### src/rtl/hdbn_encoder.sv
// HDBn line encoder: AMI marks with zero-run substitution (B..V window of ZMAX+1 symbols),
// strobed input, dual-rail P/N output with valid/substitution markers and a saturating V counter.
module hdbn_encoder #(
  parameter int ZMAX  = 3,
  parameter int CNT_W = 16
) (
  input  logic             clk,
  input  logic             reset,
  input  logic             bit_en,
  input  logic             data,
  input  logic             mode,
  output logic             P,
  output logic             N,
  output logic             out_valid,
  output logic             sub_flag,
  output logic [CNT_W-1:0] viol_cnt
);

  localparam int L  = ZMAX + 1;
  localparam int CW = $clog2(L + 1);
  localparam logic [CW-1:0] L_C = CW'(L);

  typedef enum logic {POL_NEG = 1'b0, POL_POS = 1'b1} pol_t;

  // Symbol encoding: {sub, p, n}; B and V differ only by pipeline position.
  function automatic logic [2:0] mark(input pol_t pol, input logic sub);
    return {sub, pol == POL_POS, pol == POL_NEG};
  endfunction

  function automatic pol_t flip(input pol_t pol);
    return (pol == POL_POS) ? POL_NEG : POL_POS;
  endfunction

  logic [2:0]       r_sym [L];
  pol_t             r_last_pol;
  logic             r_parity;
  logic [CW-1:0]    r_run;
  logic [CW-1:0]    r_prime;
  logic [CNT_W-1:0] r_viol;
  logic             r_p;
  logic             r_n;
  logic             r_valid;
  logic             r_sub;

  logic [2:0]       w_new_sym;
  pol_t             w_next_pol;
  pol_t             w_v_pol;
  logic             w_next_parity;
  logic [CW-1:0]    w_next_run;
  logic             w_sub;
  logic             w_use_b;

  always_comb begin
    w_new_sym     = '0;
    w_next_pol    = r_last_pol;
    w_v_pol       = r_last_pol;
    w_next_parity = r_parity;
    w_next_run    = '0;
    w_sub         = 1'b0;
    if (data) begin
      w_next_pol    = flip(r_last_pol);
      w_new_sym     = mark(w_next_pol, 1'b0);
      w_next_parity = ~r_parity;
    end else if (mode) begin
      w_next_run = r_run + 1'b1;
      if (w_next_run == L_C) begin
        // Even mark count needs a B to keep V alternating; odd count uses V alone.
        w_sub         = 1'b1;
        w_next_run    = '0;
        w_next_parity = 1'b0;
        w_v_pol       = r_parity ? r_last_pol : flip(r_last_pol);
        w_next_pol    = w_v_pol;
        w_new_sym     = mark(w_v_pol, 1'b1);
      end
    end
    w_use_b = w_sub & ~r_parity;
  end

  always_ff @(posedge clk or negedge reset) begin
    if (!reset) begin
      for (int unsigned i = 0; i < L; i++) r_sym[i] <= '0;
      r_last_pol <= POL_NEG;
      r_parity   <= 1'b0;
      r_run      <= '0;
      r_prime    <= '0;
      r_viol     <= '0;
      r_p        <= 1'b0;
      r_n        <= 1'b0;
      r_valid    <= 1'b0;
      r_sub      <= 1'b0;
    end else if (bit_en) begin
      r_sub <= r_sym[L-1][2];
      r_p   <= r_sym[L-1][1];
      r_n   <= r_sym[L-1][0];
      if (r_prime == L_C) begin
        r_valid <= 1'b1;
      end else begin
        r_valid <= 1'b0;
        r_prime <= r_prime + 1'b1;
      end
      r_sym[0] <= w_new_sym;
      for (int unsigned i = 1; i < L; i++) r_sym[i] <= r_sym[i-1];
      // The B overrides the zero that is shifting into the oldest slot on this same edge.
      if (w_use_b) r_sym[L-1] <= mark(w_v_pol, 1'b1);
      r_last_pol <= w_next_pol;
      r_parity   <= w_next_parity;
      r_run      <= w_next_run;
      if (w_sub && (r_viol != '1)) r_viol <= r_viol + 1'b1;
    end else begin
      r_valid <= 1'b0;
    end
  end

  assign P         = r_p;
  assign N         = r_n;
  assign out_valid = r_valid;
  assign sub_flag  = r_sub;
  assign viol_cnt  = r_viol;

endmodule

### config.mk
export PLATFORM = sky130hd
export DESIGN_NAME = hdbn_encoder
export DESIGN_NICKNAME = d
export VERILOG_FILES = /design/src/rtl/hdbn_encoder.sv
export SDC_FILE = /design/constraint.sdc
export NUM_CORES = 1
export LEC_CHECK = 0
export ABC_AREA = 1
export BUFFER_PORTS_ARGS = -buffer_cell sky130_fd_sc_hd__buf_2
export CORE_MARGIN = 1.5
export CORE_UTILIZATION = 25
export CTS_CLUSTER_DIAMETER = 40
export CTS_CLUSTER_SIZE = 30
export DETAILED_ROUTE_END_ITERATION = 10
export GPL_TIMING_DRIVEN = 0
export PLACE_DENSITY = 0.5
export SLEW_MARGIN = 20
export SYNTH_ARGS = -nofsm -noshare
export SYNTH_HDL_FRONTEND = slang
export SYNTH_SLANG_ARGS = --single-unit
### constraint.sdc
create_clock -name clk -period 3.6 [get_ports clk]
set_clock_uncertainty 0.2 [all_clocks]
set_input_delay 0.54 -clock clk [delete_from_list [all_inputs] [get_ports clk]]
set_output_delay 0.54 -clock clk [all_outputs]
set_load 0.02 [all_outputs]
Yosys cells after proc, flatten, opt, wreduce, memory -nomap -nowiden
Cells that the tools add are included.
- flip-flop bits (word level): 40
- input bits: 5
- output and inout port bits: 20
- logic and storage cells: 51
- $add $sub $neg: 3
- equal/unequal tests: 3
- muxes and demuxes: 21
- bitwise gates (word level): 5
- reduce and logical (&&, ||, !) cells: 6
- operator list (operator ; count):
    two-way mux 3 bit ; 7
    adder 16 x 1 -> 16 bit, second input constant ; 1
    != test 16 bit, second input constant ; 1
    two-way mux 1 bit ; 14
    adder 3 x 1 -> 3 bit, second input constant ; 2
    equality test 3 bit, second input constant ; 2
    inverter 1 bit ; 4
    AND reduction 2 bit ; 2
    nonzero test 2 bit ; 2
    AND reduction 3 bit ; 1
    AND 1 bit ; 1
    logical AND 1 bit ; 1

Depth between registers and ports, before layout
- depth in word-level cells: 7
- gate-level depth with buffers: 11
- mapped depth without buffers: 10

Worst setup path after synthesis
OpenSTA, ideal clock, no wires.
- kind: register to register
- start point: register r_viol[1] (netlist: viol_cnt[1])
- end point: register r_viol[4] (netlist: viol_cnt[4])
- setup time: 0.117 ns
- arrival: 1.462 ns
- data required time: 3.283 ns
- path slack: 1.822 ns
- stages on the path, launching flop included: 10
- path buffers: 1
- period minus slack after synthesis: 1.778 ns
- path through: dfrtp_1 ha_1 nand2_2 nor2_4 nand4_4 nand2_4 inv_2 buf_6 nand2_2 nand2_1
- word-level cells in the longest chain between the ends: 3
- elaborated cells between the ends (all ways): 4
- those cells by class: add/sub: 1; eq/ne: 1; reduce/logical: 2
- RTL lines (element ; RTL line ; RTL):
    start, declared ; 39 ; logic [CNT_W-1:0] r_viol;
    start signal, assigned ; 108 ; if (w_sub && (r_viol != '1)) r_viol <= r_viol + 1'b1;
    parallel branches: the longest is 3 deep, another holds adder 16 x 1 -> 16 bit ; n/a ;
Parallel ways; which one is timed is not known.
A chain may end at the register's enable or synchronous reset.

Final worst setup path
- start point: register r_run[0]
- end point: register r_viol[9] (netlist: viol_cnt[9])
- word-level cells in the longest chain between the ends: 7
- RTL lines (element ; RTL line ; RTL):
    start, declared ; 37 ; logic [CW-1:0] r_run;
    start signal, assigned ; 107 ; r_run <= w_next_run;
    adder 3 x 1 -> 3 bit ; 65 ; w_next_run = r_run + 1'b1;
    equality test 3 bit ; 66 ; if (w_next_run == L_C) begin
    two-way mux 1 bit ; 66 ;
    two-way mux 1 bit ; 64 ; end else if (mode) begin
    two-way mux 1 bit ; 60 ; if (data) begin
    logical AND 1 bit ; 108 ;
    AND reduction 2 bit (no source line) ; n/a ;
Every way passes these cells.

==> metrics <==
share of cells above drive strength 1=0.190; CTS Buffer Depth=2; Critical Path RT=between 3 and 4 ns; post-synthesis cell area=2110 µm²; worst slew pin tran=around 0.91 ns; Clock transition at path regs=roughly 0.090 ns; initial antenna violation count=0; Ant. Diodes=0; fillers=901; Slew headroom=0.392; WS Path Type=reg -> reg; post-CTS setup buffers=0; CTS buffer count=5; yosys warns=0; DRT Pass-1 Iters=4; WL final=roughly 4400 µm; die area=8990 µm²; Root Buffer=clkbuf_8; Sw Share=0.271; VDD IR max=around 300 µV; crit path DAT=roughly 1.9 ns; # port buffers=24; status=completed; die width=approximately 95 µm; pins over their slew limit=0; Mapped Cells=262; syn nets=between 200 and 300; Final #Nets=slightly above 300; wire per inst=between 10 and 15 µm; vias in the first global route=between 1.5k and 2k; Worst Path Max Fanout=10; grt ovf=0; first-pass GRT wire length=approximately 7900 µm; CTS H-tree depth=2; clock power share=0.381; Cell Int Power=0.744 mW; Final ANT Viol Nets=0; pwr dens=~410 nW/µm²; Setup crit start kind=register; CTS sink count=40; total track usage=0.112; Worst Setup SP=r_run[0]$_DFFE_PN0P_; flop2flop setup slack=around 1.7 ns; reg2reg end=viol_cnt[9]$_DFFE_PN0P_; Pleak=~1.2 nW; vias=roughly 1.7k; combinational share of power=0.115; core area=a little over 8000 µm²; Seq/Total Area, Yosys=0.475; Yosys top cell area share=0.475; placed cells=391; Area Growth Syn to Fin=17.4%; final period utilization=0.522; Tmin final=1.88 ns; HPWL Detailed=roughly 3000 µm; Distinct cells, synth=23; most common cell after layout, fill and taps aside=nand2_1; Non-Filler Instances=399; Worst Hold Class=in -> async; sequential share of power=0.504; CTS tree=done; largest net degree at the start of global routing=just over 40; Initial DRC Count=66; RSZ-0062 raised after global routing=no; Final Hold Vio Count=0; Cell Rows=33; cts hold-fix bufs=0; cell taking the most area after synthesis=dfrtp_1; clock insertion delay at the later pin of the skew report=just under 0.3 ns; Setup crit end=viol_cnt[9]$_DFFE_PN0P_; switching pwr=0.276 mW; f_max=around 530 MHz; setup_tns=0 ns; CP endpoint kind=register; Post-Place Worst Slack=about 1.7 ns; post_cts resized=0; max cap viols=0; # DRC=0; worst setup slack after layout=~1.7 ns; final setup fails=0; post-layout util=0.303; vias per cell=4.17; top post-synthesis cells by area=dfrtp_1, nand2_1, inv_1; Yosys reg bits=40; most frequent cells in the layout=nand2_1, dfrtp_1, inv_1, buf_2, nor2_1; gpl congestion=approximately 0.78; Die Height=94.8 µm; Reg2Reg Launch Point=r_run[0]$_DFFE_PN0P_; Initial Util=0.258; worst r2r path cells=11; IO Pins=25; Syn Area/Cell=around 8.0 µm²
-- metrics by stage --
| step | hold slack [ns] | power (mW) | cell area, µm² |
|---|---|---|---|
| floorplan | 0.0444 | 0.604 | 2110 |
| global placement | 0.257 | 0.640 | 2360 |
| detailed placement | 0.259 | 0.644 | 2360 |
| CTS | 0.216 | 1.04 | 2470 |
| global route | 0.251 | 1.08 | 2470 |
| finish | 0.164 | 1.02 | 2470 |
-- critical path, cell delays in order, from the launching register on --
cell	delay (ns)
dfrtp_1	0.42
ha_1	0.22
inv_1	0.05
nand2_1	0.05
nand2_2	0.12
nand2_1	0.12
nor2_4	0.17
nand2_4	0.12
inv_2	0.08
buf_6	0.16
nand2_2	0.05
nand2_1	0.06
-- per-layer routing --
| metal | global-route usage | wire length [µm] | up-vias |
|---|---|---|---|
| li1 | - | - | 880 |
| met1 | 0.151 | 2180 | 751 |
| met2 | 0.177 | 1980 | 29 |
| met3 | 0.0266 | 170 | 2 |
| met4 | 0.0299 | 25 | 0 |
| met5 | 0 | 0 | - |
-- sequential cells by signal (all words and copies together), names as in the netlist --
name / count
viol_cnt: 16
r_sym: 12
r_prime: 3
r_run: 3
N: 1
P: 1
out_valid: 1
r_last_pol: 1
r_parity: 1
sub_flag: 1
-- how the worst min path moves through the flow --
stage,startpoint,endpoint,cells past startpoint
final,reset,viol_cnt[8]$_DFFE_PN0P_,1
after global routing,reset,viol_cnt[8]$_DFFE_PN0P_,1
after CTS,reset,viol_cnt[8]$_DFFE_PN0P_,1
after detailed placement,N$_DFFE_PN0P_,N$_DFFE_PN0P_,2
after global placement,sub_flag$_DFFE_PN0P_,sub_flag$_DFFE_PN0P_,2
after floorplan,reset,N$_DFFE_PN0P_,0
-- kinds of logic (layout without fill, tap and decap cells) --
family | Yosys count | in the layout | share of synthesized area
xor gates and xnor gates | 10 | 10 | 0.0416
buffers and inverters | 31 | 63 | 0.0623
AOI/OAI and AO/OA | 21 | 21 | 0.0517
DFF | 40 | 40 | 0.475
adders and majority gates | 5 | 5 | 0.0297
and+or+nand+nor | 155 | 155 | 0.340
-- cell usage after synthesis (all sizes together) --
library cell,count
dfrtp,40
nor2,24
nand3b,2
o21bai,1
nand3,11
nand2,110
clkbuf,3
xor2,5
inv,26
nand4,8
xnor2,5
ha,5
a21oi,5
buf,2
a31oi,1
o21ai,14
-- area by class of cell --
type / instances / area, µm² / area share
clock buffers: 5 / 68.8 / 0.0278
repair buffers: 24 / 120 / 0.0486
multi-input cells: 191 / 975 / 0.394
inverters: 26 / 97.6 / 0.0395
plain buffers: 5 / 33.8 / 0.0137
well taps: 105 / 131 / 0.0531
clock inverters: 3 / 46.3 / 0.0187
flip-flops and latches: 40 / 1000 / 0.405
-- power groups by stage --
stage	logic (mW)	clock network, mW	registers [mW]
2_1_floorplan	0.0774	0	0.527
3_3_place_gp	0.118	0	0.522
3_5_place_dp	0.121	0	0.522
4_1_cts	0.121	0.401	0.514
5_1_grt	0.139	0.423	0.520
6_report	0.118	0.388	0.514
(Power assumes the default switching activity.)
